===== config.mk =====
export PLATFORM = sky130hd
export DESIGN_NAME = hazard_ctrl
export DESIGN_NICKNAME = d
export VERILOG_FILES = /design/src/rtl/hazard_pkg.sv /design/src/rtl/hazard_div_fsm.sv /design/src/rtl/hazard_ctrl.sv
export SDC_FILE = /design/constraint.sdc
export NUM_CORES = 1
export LEC_CHECK = 0
export ABC_AREA = 1
export CORE_MARGIN = 5
export CORE_UTILIZATION = 37
export CTS_CLUSTER_SIZE = 10
export DETAILED_ROUTE_END_ITERATION = 8
export GPL_TIMING_DRIVEN = 0
export HOLD_SLACK_MARGIN = 0.05
export PLACE_DENSITY_LB_ADDON = 0.12
export SLEW_MARGIN = 10
export SYNTH_ARGS = -nofsm -noshare
export SYNTH_HDL_FRONTEND = slang
export SYNTH_SLANG_ARGS = --single-unit

===== constraint.sdc =====
create_clock -name clk -period 4 [get_ports clk]
set_clock_uncertainty 0.15 [all_clocks]
set_input_delay 0.4 -clock clk [delete_from_list [all_inputs] [get_ports clk]]
set_output_delay 0.4 -clock clk [all_outputs]
set_load 0.02 [all_outputs]

===== src/rtl/hazard_pkg.sv =====
// Shared types and constants for the pipeline hazard controller.
package hazard_pkg;

  typedef enum logic [1:0] {
    FWD_RF = 2'b00,
    FWD_W  = 2'b01,
    FWD_M  = 2'b10
  } fwd_sel_e;

  typedef enum logic [1:0] {
    IDLE = 2'b00,
    BUSY = 2'b01,
    DONE = 2'b10
  } div_state_e;

  // HILO flag layout: [2] writes HILO, [1:0] HI/LO mask
  localparam int HILO_WR      = 2;
  localparam int HILO_MASK_HI = 1;
  localparam int HILO_MASK_LO = 0;

endpackage


===== src/rtl/hazard_div_fsm.sv =====
// Divider busy tracker: IDLE -> BUSY (DIV_CYCLES cycles) -> DONE (1 cycle) -> IDLE.
module hazard_div_fsm
  import hazard_pkg::*;
#(
  parameter int DIV_CYCLES = 36,
  parameter int CNT_W      = 6
) (
  input  logic clk,
  input  logic rst,
  input  logic start,
  input  logic hold,
  input  logic abort,
  output logic busy,
  output logic done
);

  div_state_e stateReg, stateNext;
  logic [CNT_W-1:0] cntReg, cntNext;

  always_ff @(posedge clk) begin
    if (rst) begin
      stateReg <= IDLE;
      cntReg   <= '0;
    end else begin
      stateReg <= stateNext;
      cntReg   <= cntNext;
    end
  end

  // abort beats hold; hold freezes state and counter, which also defers a start
  always_comb begin
    stateNext = stateReg;
    cntNext   = cntReg;
    if (abort) begin
      stateNext = IDLE;
    end else if (!hold) begin
      case (stateReg)
        IDLE: begin
          if (start) begin
            stateNext = BUSY;
            cntNext   = CNT_W'(DIV_CYCLES - 1);
          end
        end
        BUSY: begin
          if (cntReg == '0) stateNext = DONE;
          else              cntNext   = cntReg - CNT_W'(1);
        end
        DONE:    stateNext = IDLE;
        default: stateNext = IDLE;
      endcase
    end
  end

  assign busy = (stateReg == BUSY);
  assign done = (stateReg == DONE);

endmodule


===== src/rtl/hazard_ctrl.sv =====
// Hazard/stall/flush controller for the 5-stage pipeline with forwarding and divider stall.
// Optional HAZARD_STATS_EN enables saturating stall/divider cycle counters.
module hazard_ctrl
  import hazard_pkg::*;
#(
  parameter int REG_AW     = 5,
  parameter int DIV_CYCLES = 36,
  parameter int CNT_W      = 6,
  parameter int STAT_W     = 32
) (
  input  logic              clk,
  input  logic              rst,
  input  logic [REG_AW-1:0] rsD,
  input  logic [REG_AW-1:0] rtD,
  input  logic              branchD,
  input  logic              jrD,
  input  logic [REG_AW-1:0] rsE,
  input  logic [REG_AW-1:0] rtE,
  input  logic [REG_AW-1:0] writeregE,
  input  logic [REG_AW-1:0] writeregM,
  input  logic [REG_AW-1:0] writeregW,
  input  logic              regwriteE,
  input  logic              regwriteM,
  input  logic              regwriteW,
  input  logic              memtoregE,
  input  logic              memtoregM,
  input  logic [2:0]        flagE,
  input  logic [2:0]        flagM,
  input  logic [2:0]        flagW,
  input  logic              div_startE,
  input  logic              mem_stall_req,
  input  logic              except_flush,
  output logic              stallF,
  output logic              stallD,
  output logic              stallE,
  output logic              stallM,
  output logic              flushD,
  output logic              flushE,
  output logic              flushM,
  output logic              flushW,
  output logic              forwardaD,
  output logic              forwardbD,
  output logic [1:0]        forwardaE,
  output logic [1:0]        forwardbE,
  output logic              div_busy,
  output logic              div_done,
  output logic [STAT_W-1:0] stat_stall_cyc,
  output logic [STAT_W-1:0] stat_div_cyc
);

  function automatic logic regHit(input logic [REG_AW-1:0] r, input logic [REG_AW-1:0] w);
    return (r != '0) && (r == w);
  endfunction

  function automatic fwd_sel_e fwdSel(input logic [REG_AW-1:0] r,
                                      input logic hiloM, input logic hiloW,
                                      input logic [REG_AW-1:0] wM, input logic rwM,
                                      input logic [REG_AW-1:0] wW, input logic rwW);
    if (hiloM)                return FWD_M;
    if (hiloW)                return FWD_W;
    if (r == '0)              return FWD_RF;
    if ((r == wM) && rwM)     return FWD_M;
    if ((r == wW) && rwW)     return FWD_W;
    return FWD_RF;
  endfunction

  logic hiloHitM, hiloHitW, useRs, useRt, lwStall, brStall, fsmBusy, fsmDone;

  // a HILO read in E (no HILO write) overlapping a later-stage HILO write
  assign hiloHitM = ((flagE[HILO_MASK_HI:HILO_MASK_LO] & flagM[HILO_MASK_HI:HILO_MASK_LO]) != '0)
                    && !flagE[HILO_WR] && flagM[HILO_WR];
  assign hiloHitW = ((flagE[HILO_MASK_HI:HILO_MASK_LO] & flagW[HILO_MASK_HI:HILO_MASK_LO]) != '0)
                    && !flagE[HILO_WR] && flagW[HILO_WR];

  assign useRs = branchD | jrD;
  assign useRt = branchD;

  assign lwStall = memtoregE & regwriteE & (regHit(rsD, writeregE) | regHit(rtD, writeregE));
  assign brStall = (regwriteE & ((useRs & regHit(rsD, writeregE)) | (useRt & regHit(rtD, writeregE))))
                 | (memtoregM & ((useRs & regHit(rsD, writeregM)) | (useRt & regHit(rtD, writeregM))));

  hazard_div_fsm #(
    .DIV_CYCLES (DIV_CYCLES),
    .CNT_W      (CNT_W)
  ) uDivFsm (
    .clk   (clk),
    .rst   (rst),
    .start (div_startE),
    .hold  (mem_stall_req),
    .abort (except_flush),
    .busy  (fsmBusy),
    .done  (fsmDone)
  );

  assign div_busy = fsmBusy;
  assign div_done = fsmDone;

  always_comb begin
    {stallF, stallD, stallE, stallM} = '0;
    {flushD, flushE, flushM, flushW} = '0;
    forwardaD = 1'b0;
    forwardbD = 1'b0;
    forwardaE = FWD_RF;
    forwardbE = FWD_RF;
    if (rst) begin
      {flushD, flushE, flushM, flushW} = '1;
    end else begin
      forwardaE = fwdSel(rsE, hiloHitM, hiloHitW, writeregM, regwriteM, writeregW, regwriteW);
      forwardbE = fwdSel(rtE, 1'b0, 1'b0, writeregM, regwriteM, writeregW, regwriteW);
      forwardaD = regHit(rsD, writeregM) & regwriteM & !memtoregM;
      forwardbD = regHit(rtD, writeregM) & regwriteM & !memtoregM;
      if (except_flush) begin
        {flushD, flushE, flushM, flushW} = '1;
      end else if (mem_stall_req) begin
        {stallF, stallD, stallE, stallM} = '1;
        flushW = 1'b1;
      end else if (fsmBusy) begin
        {stallF, stallD, stallE} = '1;
        flushM = 1'b1;
      end else if (lwStall | brStall) begin
        {stallF, stallD} = '1;
        flushE = 1'b1;
      end
    end
  end

`ifdef HAZARD_STATS_EN
  logic [STAT_W-1:0] statStallReg, statDivReg;

  always_ff @(posedge clk) begin
    if (rst) begin
      statStallReg <= '0;
      statDivReg   <= '0;
    end else begin
      if (stallF && (statStallReg != '1)) statStallReg <= statStallReg + STAT_W'(1);
      if (fsmBusy && (statDivReg != '1))  statDivReg   <= statDivReg + STAT_W'(1);
    end
  end

  assign stat_stall_cyc = statStallReg;
  assign stat_div_cyc   = statDivReg;
`else
  assign stat_stall_cyc = '0;
  assign stat_div_cyc   = '0;
`endif

endmodule


==> run summary, run 1 <==
worst reg-to-reg setup slack -> 2.48 ns
Final Hold Viols -> 0
boundary pin count -> 136
footprint of the multi-input gates -> 0.00124 sq mm
Synth top cells by count -> nand2_1, buf_4, inv_1
via count -> 2107
Mapped Area -> 0.00185 sq mm
nets@finish -> 512
largest area contributor in the netlist -> buf_4
P&R area growth vs syn -> 56.7%
count leader, synth -> nand2_1
Post-CTS Setup Inserts -> 0
synth warn -> 0
FF/Latch Area -> 160 sq um
CP Max Fanout -> 4
Antenna Cells -> 0
CTS resizes -> 0
compound-gate portion of the synthesized area -> 11.0%
Setup crit end kind -> primary output
height of the die -> 80.8 microns
VDD IR max -> 0.0723 mV
vias in the first global route -> 2022
RSZ-0062 raised after global routing -> no
XOR/XNOR share of the synthesized area -> 7.09%
post-synthesis mux area share -> 0%
type of the worst min-delay path -> input pin to register
global-route wire length before repair -> 8190 microns
Final min period -> 3.01 ns
sequential power share -> 17.8%
Internal Pwr Total -> 286 uW
initial DRC count -> 61
R2R depth -> 9
Mean Syn Cell Area -> 5.85 sq um
post-synth top area share -> 26.3%
Combinational Power Share -> 61.1%
clk sink count -> 8
synth unique cells -> 36
Simple-Gate Fraction of Synth Area -> 34.5%
post-synthesis sequential area ratio -> 8.64%
DIE WIDTH -> 80.8 microns
Core Area -> 0.00479 sq mm
layout cells sized above 1 -> 18.1%
Critical Path AT -> 2.46 ns
vias per cell -> 4.06
Worst Path Required -> 3.45 ns
WL/cell -> 10.1 microns
clock tree buffer depth -> 2
Adder-Cell Fraction of Synth Area -> 1.35%
Post-synth EDFFs -> 0
Worst-path clk slew -> 0.04 ns
total wire length -> 5230 microns
Clock Latency Late Sink -> 0.23 ns
global-route usage over all layers -> 15.3%
Layout Cell Area excl Fill -> 0.00291 sq mm
worst slack, placed -> 1.00 ns
placed cells -> 516
Main synth FF type -> dfxtp_1
worst-case hold slack -> 0.228 ns
PortBufs -> 69
Power Density -> 164 mW/mm^2
number of synthesized register bits -> 8
Routability Congestion -> 0.926
# H-tree levels -> 1
main combinational cell family by area after synthesis -> buffers and inverters
antenna viol nets, final -> 0
initial antenna violation count -> 0
reg2reg start -> uDivFsm.cntReg[0]
fraction of registers with async set/reset -> 0%
Final setup viols -> 0
Finished Layout Cells -> 519
final worst slack -> 0.990 ns
CTS tree -> yes
fillers -> 473
Tot Pwr -> 475 uW
max-cap viol count -> 0
setup_tns -> 0 ns
Starting Density -> 38.7%
Die ar. -> 0.00653 sq mm
CP Class -> input pin to primary output
Max Freq -> 332 MHz
max-slew violations -> 0
Hold Crit Endpoint -> uDivFsm.cntReg[2]
crit share post-route -> 75.2%
grt ovf -> 0
CTS Buf Count -> 3
hold path cells -> 2
Final Util -> 60.7%
post-DP HPWL -> 4750 microns
Row Count -> 25
CP Launch Type -> input pin
min-delay src -> rst
cells after synthesis -> 317
Leak Pwr -> 1.58 nW
status -> completed
Synth area leaders -> buf_4, nand2_1, inv_1, dfxtp_1, nor2_1
Clk pwr share -> 21.1%
Net Sw Frac -> 39.9%
first-pass detailed-route iteration total -> 4
Area after DPL -> 0.00287 sq mm
NetSw -> 190 uW
clk root buf -> clkbuf_8
DR DRC count -> 0
RR Endpoint -> uDivFsm.cntReg[0]
hold buffers post-CTS -> 0
largest net degree at the start of global routing -> 10
==> power groups by stage <==
stage               Clock, mW  Sequential (mW)  Combinational [mW]
global placement            0           0.0859               0.283
global route            0.108           0.0849               0.316
CTS                     0.105           0.0846               0.286
finish                  0.100           0.0847               0.290
detailed placement          0           0.0861               0.286
floorplan                   0           0.0856               0.193
==> final cells by class <==
cell class              instances  share of cell area, %
repair buffers                 69                   23.8
inverters                      49                   6.41
plain buffers                  67                   17.3
clock buffers                   3                   1.42
multi-input cells             256                   42.7
flip-flops and latches          8                   5.51
well taps                      67                   2.88
==> worst max-delay path, stage by stage <==
cell and delay [ns]:
clkdlybuf4s50_1 0.60, inv_1 0.11, nand2_1 0.07, nand4_1 0.08
nor2_1 0.12, nand2_1 0.08, nand2_1 0.06, nand2_1 0.05
nand2_1 0.07, nand2_1 0.06, nand2_1 0.08, buf_4 0.10
clkdlybuf4s50_1 0.60
==> cell families (layout without fill, tap and decap cells) <==
| logic type | after synthesis | after routing |
|---|---|---|
| simple gates | 143 | 143 |
| xor+xnor | 15 | 15 |
| other cells | 1 | 64 |
| flops | 8 | 8 |
| fa+ha+maj | 2 | 2 |
| compound gates | 32 | 32 |
| buf+inv | 116 | 188 |
==> per-layer routing <==
| metal | part of all wire (%) | global-route usage (%) | wire length (microns) |
|---|---|---|---|
| met1 | 39 | 17.0 | 2020 |
| met2 | 52 | 29.3 | 2730 |
| met3 | 7.3 | 2.22 | 384 |
| met4 | 2.0 | 5.41 | 102 |
| met5 | 0 | 0 | 0 |
==> layout by cell type (no fill, tap or decap), drive strengths merged <==
cell type	count
o22ai	4
o21a	1
conb	64
dfxtp	8
xor2	8
buf	66
xnor2	7
nor2	36
nor3	7
o211ai	2
nand4	8
clkdlybuf4s50	69
ha	2
nand3	11
a211oi	1
nor4	2
inv	49
clkbuf	4
a21oi	11
o21ai	9
nand3b	1
o221ai	1
or2	1
o2111a	1
nand2	77
a22o	2
==> worst max-delay path by stage <==
stage	to	startpoint	depth (start not counted)
2_1_floorplan	stallF	rst	7
3_3_place_gp	stallF	writeregM[3]	13
3_5_place_dp	stallF	writeregM[3]	13
4_1_cts	stallF	writeregM[3]	13
5_1_grt	stallF	writeregM[3]	13
6_report	stallF	writeregM[3]	13
==> registers in the layout (all words and copies together) (netlist names) <==
| register | cells |
|---|---|
| uDivFsm.cntReg | 6 |
| uDivFsm.stateReg | 2 |
Power figures use the tool's default switching activity.
==> run 2, diff against run 1 <==
Settings changed: CORE_UTILIZATION 37 to 32.
Clock period 4 ns to 2.6 ns, I/O delays scaled along.
==> run 2 against run 1 <==
Effect of this change: via count shrank 1.3%; final area grew 0.34%; hold slack lost 0.13 ns; critical path type unchanged; largest cell class unchanged; largest power group unchanged.
==> run summary, run 2 (same netlist as run 1, synthesis figures left out) <==
status -> completed
Critical Path AT -> 2.01 ns (-0.45 ns)
RSZ-0062 raised after global routing -> no
Top cell by count, worst path -> nand2_1
WL/cell -> 10.0 microns (-0.48%)
Final setup viols -> 0 (unchanged)
hold buffers post-CTS -> 0 (unchanged)
CP Max Fanout -> 4 (unchanged)
DIE WIDTH -> 86.1 microns (+6.6%)
Starting Density -> 33.3% (-5.5 points)
Hold Crit Endpoint -> uDivFsm.cntReg[5]
Antenna Cells -> 0 (unchanged)
buffers and inverters on the worst path -> 4 (unchanged)
RR Endpoint -> uDivFsm.cntReg[0]
Worst path slowest cell -> clkdlybuf4s50_1
max reg flops -> 6 (unchanged)
reg2reg start -> uDivFsm.cntReg[0]
Reg with most FFs -> uDivFsm.cntReg
post-DP HPWL -> 4760 microns (+0.28%)
Levels on crit path -> 13 (unchanged)
DR DRC count -> 0 (unchanged)
CP peak stage delay -> 0.59 ns (about the same)
clock tree buffer depth -> 2 (unchanged)
Cell Chain, Critical Path -> clkdlybuf4s50_1 > inv_1 > nand2_1 > nand4_1 > nor2_1 > nand2_1 > nand2_1 > nand2_1 > nand2_1 > nand2_1 > nand2_1 > buf_4 > dlygate4sd2_1
max-slew violations -> 0 (unchanged)
CTS tree -> yes
P&R area growth vs syn -> 57.3%
layout cells sized above 1 -> 18.4% (+0.22 points)
nets@finish -> 512 (unchanged)
initial DRC count -> 52 (-15%)
first-pass detailed-route iteration total -> 4 (unchanged)
hold path cells -> 2 (unchanged)
clk sink count -> 8 (unchanged)
worst reg-to-reg setup slack -> 1.08 ns (-1.40 ns)
most common cell after layout, fill and taps aside -> nand2_1
initial antenna violation count -> 0 (unchanged)
Core Area -> 0.00557 sq mm (+16%)
Max Freq -> 413 MHz
CP Launch Type -> input pin
Clock Latency Late Sink -> 0.23 ns (about the same)
crit share post-route -> 93.0%
type of the worst min-delay path -> input pin to register
Final Util -> 52.3% (-8.4 points)
Setup crit end kind -> primary output
CTS Buf Count -> 3 (unchanged)
grt ovf -> 0 (unchanged)
largest net degree at the start of global routing -> 10 (unchanged)
height of the die -> 86.1 microns (+6.6%)
most frequent cells in the layout -> nand2_1, buf_4, conb_1, clkdlybuf4s50_1, inv_1
Final Hold Viols -> 0 (unchanged)
vias per cell -> 3.97 (-2.2%)
max-cap viol count -> 0 (unchanged)
Worst-path clk slew -> 0.04 ns (about the same)
antenna viol nets, final -> 0 (unchanged)
Leak Pwr -> 1.63 nW (+3.2%)
# H-tree levels -> 1 (unchanged)
Post-CTS Setup Inserts -> 0 (unchanged)
vias in the first global route -> 1922 (-4.9%)
PortBufs -> 69 (unchanged)
Worst Path Required -> 2.19 ns (-1.26 ns)
boundary pin count -> 136 (unchanged)
Routability Congestion -> 0.869 (-6.1%)
global-route usage over all layers -> 13.4% (-1.9 points)
Final min period -> 2.42 ns
VDD IR max -> 0.222 mV (+210%)
biggest regs -> uDivFsm.cntReg: 6 flops, uDivFsm.stateReg: 2 flops
Die ar. -> 0.00742 sq mm (+14%)
CP Class -> input pin to primary output
R2R depth -> 9 (unchanged)
crit-path leading delay family -> buffers and inverters
Row Count -> 27 (+8.0%)
global-route wire length before repair -> 8380 microns (+2.3%)
clk root buf -> clkbuf_8
Power Density -> 249 mW/mm^2 (+52%)
min-delay src -> rst
via count -> 2080 (-1.3%)
total wire length -> 5260 microns (+0.48%)
setup_tns -> 0 ns (unchanged)
-- run 2: routing by layer --
metal  up-vias  global-route usage [%]  part of all wire, %
met5         -                       0                    0
met4         0                    3.31                 0.84
met3         5                    2.59                  7.7
met2        74                    23.9                   50
met1       869                    16.5                   41
li1       1132                       -                    -
-- run 2: worst max path at each step --
stage / end / slack, ns / start
2_1_floorplan: stallF / 0.65 / uDivFsm.stateReg[1]
3_3_place_gp: stallF / -0.15 / writeregM[0]
3_5_place_dp: stallF / -0.13 / writeregM[0]
4_1_cts: forwardbE[1] / 0.03 / writeregM[3]
5_1_grt: stallF / 0.02 / writeregM[3]
6_report: stallF / 0.18 / writeregM[3]
-- run 2: final cells by class --
type                            count  area (sq um)
Buffer                             67           504
Tap cell                           72          90.1
Multi-Input combinational cell    256          1240
Sequential cell                     8           160
Inverter                           49           186
Clock buffer                        3          41.3
Timing Repair Buffer               69           689
Fill cell                         586          2660
-- run 2: power by group --
group / leakage, nW / switching [mW] / total [mW] / internal [mW]
combinational: 1.54 / 0.235 / 0.443 / 0.209
clock: 0.0216 / 0.0527 / 0.153 / 0.101
sequential: 0.0650 / 0.00310 / 0.130 / 0.127
total: 1.63 / 0.291 / 0.727 / 0.436
-- run 2: worst reg2reg max path, stage by stage, from the launching register on --
cell,delay [ns]
dfxtp_1,0.30
inv_1,0.12
ha_1,0.18
nand3_1,0.11
nor2_2,0.14
nor2_4,0.05
nand2_4,0.11
inv_4,0.07
o21ai_1,0.12
nor2_1,0.05
-- run 2: metrics by stage --
step                      power (mW)  setup slack (ns)  hold slack, ns  std cells  area [sq um]
after floorplan                0.428             0.650           0.289        380          2090
after global placement         0.570            -0.145           0.326        521          2870
after detailed placement       0.574            -0.129           0.333        521          2870
after CTS                      0.730            0.0338          0.0952        524          2910
after global routing           0.784            0.0169           0.100        524          2920
final                          0.727             0.181           0.102        524          2920
-- run 2: what timing repair did --
item,4_1_cts,5_1_grt
endpoints found under the setup margin,4,3
gates resized for setup,5,3
endpoints found under the hold margin,0,0
